### src/rtl/gray_counter_if.sv
// Gray counter bus: count enable in, Gray/binary count and wrap pulse out.
//   enable : count enable, sampled on the rising clock edge
//   cnt    : registered Gray-code count
//   bin    : registered binary equivalent of cnt
//   wrap   : one-cycle pulse on the step that returns the count to zero
// master drives enable and observes the count; slave is the counter itself.
interface gray_counter_if #(
   parameter int WIDTH = 4
);
   logic             enable;
   logic [WIDTH-1:0] cnt;
   logic [WIDTH-1:0] bin;
   logic             wrap;

   modport master (output enable, input cnt, input bin, input wrap);
   modport slave  (input enable, output cnt, output bin, output wrap);
endinterface

### src/rtl/gray_counter.sv
// Free-running, enable-gated WIDTH-bit Gray-code counter (WIDTH 2..32).
// The binary register is the single source of truth; the Gray code is
// registered alongside it from the same next-state value, so cnt and bin
// change on the same edge and cnt never glitches.
// Ports:
//   clk   : rising-edge clock
//   reset : asynchronous active-low reset (0 clears every output at once)
//   bus   : gray_counter_if.slave (enable in; cnt, bin, wrap out)
module gray_counter #(
   parameter int WIDTH = 4
) (
   input  logic              clk,
   input  logic              reset,
   gray_counter_if.slave     bus
);

   logic [WIDTH-1:0] bin_q, bin_d;
   logic [WIDTH-1:0] cnt_q, cnt_d;
   logic             wrap_q, wrap_d;

   always_comb begin
      bin_d  = bin_q;
      cnt_d  = cnt_q;
      wrap_d = 1'b0;
      if (bus.enable) begin
         bin_d  = bin_q + 1'b1;
         // Gray code of the value being loaded, not of the current one,
         // keeps cnt and bin in lockstep.
         cnt_d  = bin_d ^ (bin_d >> 1);
         // All-ones is the last state before the modulo rollover.
         wrap_d = (bin_q == {WIDTH{1'b1}});
      end
   end

   always_ff @(posedge clk or negedge reset) begin
      if (!reset) begin
         bin_q  <= '0;
         cnt_q  <= '0;
         wrap_q <= 1'b0;
      end else begin
         bin_q  <= bin_d;
         cnt_q  <= cnt_d;
         wrap_q <= wrap_d;
      end
   end

   assign bus.bin  = bin_q;
   assign bus.cnt  = cnt_q;
   assign bus.wrap = wrap_q;

endmodule

### src/flat_wrapper.sv
// flat-port wrapper written by rule: the top's interface ports become plain ports
module gray_counter_flat 
#(
   parameter int WIDTH = 4
)
  (clk, reset, bus_enable, bus_cnt, bus_bin, bus_wrap);
  gray_counter_if #(.WIDTH(WIDTH)) bus_i ();
  input  logic clk;
  input  logic reset;
  input wire logic [$bits(bus_i.enable)-1:0] bus_enable;
  output wire logic [$bits(bus_i.cnt)-1:0] bus_cnt;
  output wire logic [$bits(bus_i.bin)-1:0] bus_bin;
  output wire logic [$bits(bus_i.wrap)-1:0] bus_wrap;
  assign bus_i.enable = bus_enable;
  assign bus_cnt = bus_i.cnt;
  assign bus_bin = bus_i.bin;
  assign bus_wrap = bus_i.wrap;
  gray_counter #(.WIDTH(WIDTH)) u_core (.clk(clk), .reset(reset), .bus(bus_i));
endmodule
### config.mk
export PLATFORM = sky130hd
export DESIGN_NAME = gray_counter_flat
export DESIGN_NICKNAME = d
export VERILOG_FILES = /design/src/rtl/gray_counter_if.sv /design/src/rtl/gray_counter.sv /design/src/flat_wrapper.sv
export SDC_FILE = /design/constraint.sdc
export NUM_CORES = 1
export LEC_CHECK = 0
export ABC_AREA = 1
export ABC_CLOCK_PERIOD_IN_PS = 3000
export CAP_MARGIN = 20
export CORE_AREA = 2 2 39 41
export CTS_BUF_LIST = sky130_fd_sc_hd__clkbuf_8
export DETAILED_ROUTE_END_ITERATION = 10
export DIE_AREA = 0 0 41 43
export PLACE_DENSITY = 0.65
export SYNTH_ARGS = -nofsm -noshare
export SYNTH_HDL_FRONTEND = slang
export SYNTH_SLANG_ARGS = --single-unit
### constraint.sdc
create_clock -name clk -period 3 [get_ports clk]
set_input_delay 0.9 -clock clk [delete_from_list [all_inputs] [get_ports clk]]
set_output_delay 0.9 -clock clk [all_outputs]
set_load 0.05 [all_outputs]
==> results of run 1 <==
per-stage QoR:
step / util, % / setup slack (ns)
after floorplan: - / 1.16
after global placement: 38.0 / 0.815
after detailed placement: 38.0 / 0.780
after CTS: 41.0 / 0.540
after global routing: 41.0 / 0.500
final: 41.0 / 0.551
layer usage:
layer / vias up / global-route usage, %
met2: 14 / 13.4
met5: - / 0
met3: 2 / 2.09
li1: 174 / -
met1: 156 / 14.8
met4: 0 / 8.00
cells in the final DEF, fill, tap and decap left out, drive strengths merged, types with 2 or more instances in the layout:
master         Yosys  layout
clkbuf             0       3
clkdlybuf4s50      0      11
dfrtp              8       8
inv                4       4
nand2             15      15
nand3              5       5
nand4              2       2
o21ai              4       4
xor2               2       2
state kept, by name (all words and copies together), names as in the netlist:
name and flops:
u_core.bus.cnt 4, u_core.bus.bin 3, u_core.bus.wrap 1
layout make-up:
cell class,instances,area (um2)
inverter,4,15.0
multi-input combinational,32,180
sequential,8,200
timing repair buffer,11,110
tap,16,20.0
clock buffer,3,41.3
fill,142,817
kinds of logic (layout without fill, tap and decap cells):
group	Yosys count	after routing	synth area share, %
adder cells (fa/ha/maj)	1	1	3.11
XOR/XNOR	2	2	4.35
AO/OA/AOI/OAI	5	5	8.07
flip-flops	8	8	49.7
AND/OR/NAND/NOR	24	24	29.2
buffers and inverters	5	18	5.59
path summary, 6_finish.rpt:
kind                            cells after the start                           from                            end  slack, ns
min in group asynchronous                           1                          reset  u_core.bus.cnt[0]$_DFFE_PN0P_       0.96
worst min-delay path                                2  u_core.bus.cnt[2]$_DFFE_PN0P_  u_core.bus.cnt[2]$_DFFE_PN0P_       0.48
max in group asynchronous                           1                          reset  u_core.bus.bin[2]$_DFFE_PN0P_       1.77
worst max-delay path                                1  u_core.bus.bin[0]$_DFFE_PN0P_                     bus_bin[0]       0.55
worst max register to register                      7  u_core.bus.bin[0]$_DFFE_PN0P_  u_core.bus.cnt[2]$_DFFE_PN0P_       1.73
worst min register to register                      2  u_core.bus.cnt[2]$_DFFE_PN0P_  u_core.bus.cnt[2]$_DFFE_PN0P_       0.48
==> impl_metrics.yaml, run 1 <==
routing:
  drc: 0
  wl_per_cell_um: 10.8
  via_per_inst: 4.68
  dr_wl_met2_um: 369
  wl_met3_um: 47
  ant_nets: 0
  first_iter_violations: 12
  wl_met1_um: 373
  drt-total-wl_um: 802
  maxUsedRoutingLayer: "met4"
  drt_first_pass_iters: 4
  vias: 346
clock_network:
  cts_hold_buf: 0
  htree_levels: 1
  cts_sinks: 8
  cts_tree: "done"
  clock_latency_ns: 0.22
  ctsResizeCount: 0
  cts_buffers: 3
  cts_root_buf: "clkbuf_8"
  clkSlewWorstSetupHoldPaths_ns: 0.04
  cts_setup_buffers: 0
  cts_buffer_depth: 2
sta:
  slew_headroom_pct: 67.2
  tightest_slew_ns: 0.490
  period_needed_ns: 2.45
  slew_violations: 0
  clock_skew_ns: 0.000217
  fin_crit_sh_pct: 81.6
  max_freq_mhz: 408
  rsz0062_at_grt: "false"
  report.final.setup_viol: 0
  holdWs_ns: 0.481
  fin_tns_setup_ns: 0
  hold_violations: 0
job:
  drv_cap: 0
synth:
  synth_nets: 49
  synth_most_common_cell: "nand2_1"
  yosysWarnings: 0
  synth_edf_count: 0
  ys_ff_latch: 8
  netlist_area_um2: 403
  synth_cell_types: 16
  syn_inst: 45
  synth_async_sr_flop_share_pct: 100
  ys_top_cells_by_area: "dfrtp_1 50%, nand2_1 13%, nand3_2 5.0%, xor2_1 4.3%, nand3_1 3.7%"
  synth_top_cell_by_area: "dfrtp_1"
  synth_ff_type: "dfrtp_1"
  syn_area_per_cell_um2: 8.95
  ys_seq_area_share_pct: 49.7
  synthTopCellsByCount: "14 x nand2_1, 8 x dfrtp_1, 3 x inv_1, 3 x nand3_1, 3 x o21ai_1"
  yosys.area.top_type_share_pct: 49.7
critical_path:
  cp_num_buf_inv: 1
  crit_arrival_ns: 1.55
  path_delay_family: "buffers and inverters"
  path_class: "flop to primary output"
  worstPathRequired_ns: 2.10
  cp_cell_sequence: "clkdlybuf4s50_1"
  cpMaxStageDelayCell: "clkdlybuf4s50_1"
  critPathMaxStageDelay_ns: 0.85
  cp_max_fo: 7
  critPathLaunchType: "flop"
  crit_path_end_kind: "primary output"
placement:
  gp_congestion: 0.810
  dpl_cell_area_um2: 526
  port_buffers: 11
  dp_hpwl_um: 600
  placed_cells: 71
global_routing:
  grt_util_all_layers_pct: 10.5
  grt_overflow_total: 0
  grt_start_max_net_pins: 10
  grt_antenna_before_repair: 0
  grt_pass1_wl_mm: 1.25
  grt_pass1_vias: 305
final_layout:
  fin_area_um2: 567
  drive_gt1_share_pct: 15.5
  final_cells: 74
  final_nets: 64
  n_antenna_cell: 0
  syn_to_final_growth_pct: 40.7
floorplan:
  core_area_um2: 1380
  initial_core_util_pct: 29.1
  die-area_um2: 1760
  fp-row-count: 14
  ios: 12
  die_height_um: 43
  die_w_um: 41
hold_path:
  min_path_type: "flop to flop"
run_status:
  status: "finished, final reports clean"
Power of run 1 is not shown: default switching activity piles up to over one toggle a cycle in this logic, so the estimate is an artifact.
==> run 2: changes to the inputs <==
- ABC_CLOCK_PERIOD_IN_PS: 3000 -> 2400
- clock period: 3 -> 2.4 ns (I/O delays scaled with it)
==> results of run 2 <==
The final DEF is identical to that of run 1. Status: finished, final reports clean.
Among the figures that moved: setup slack after placement 0.780 ns -> 0.360 ns; setup slack after layout 0.551 ns -> 0.131 ns; register-to-register setup slack 1.73 ns -> 1.13 ns
Power of run 2 is left out for the same reason.
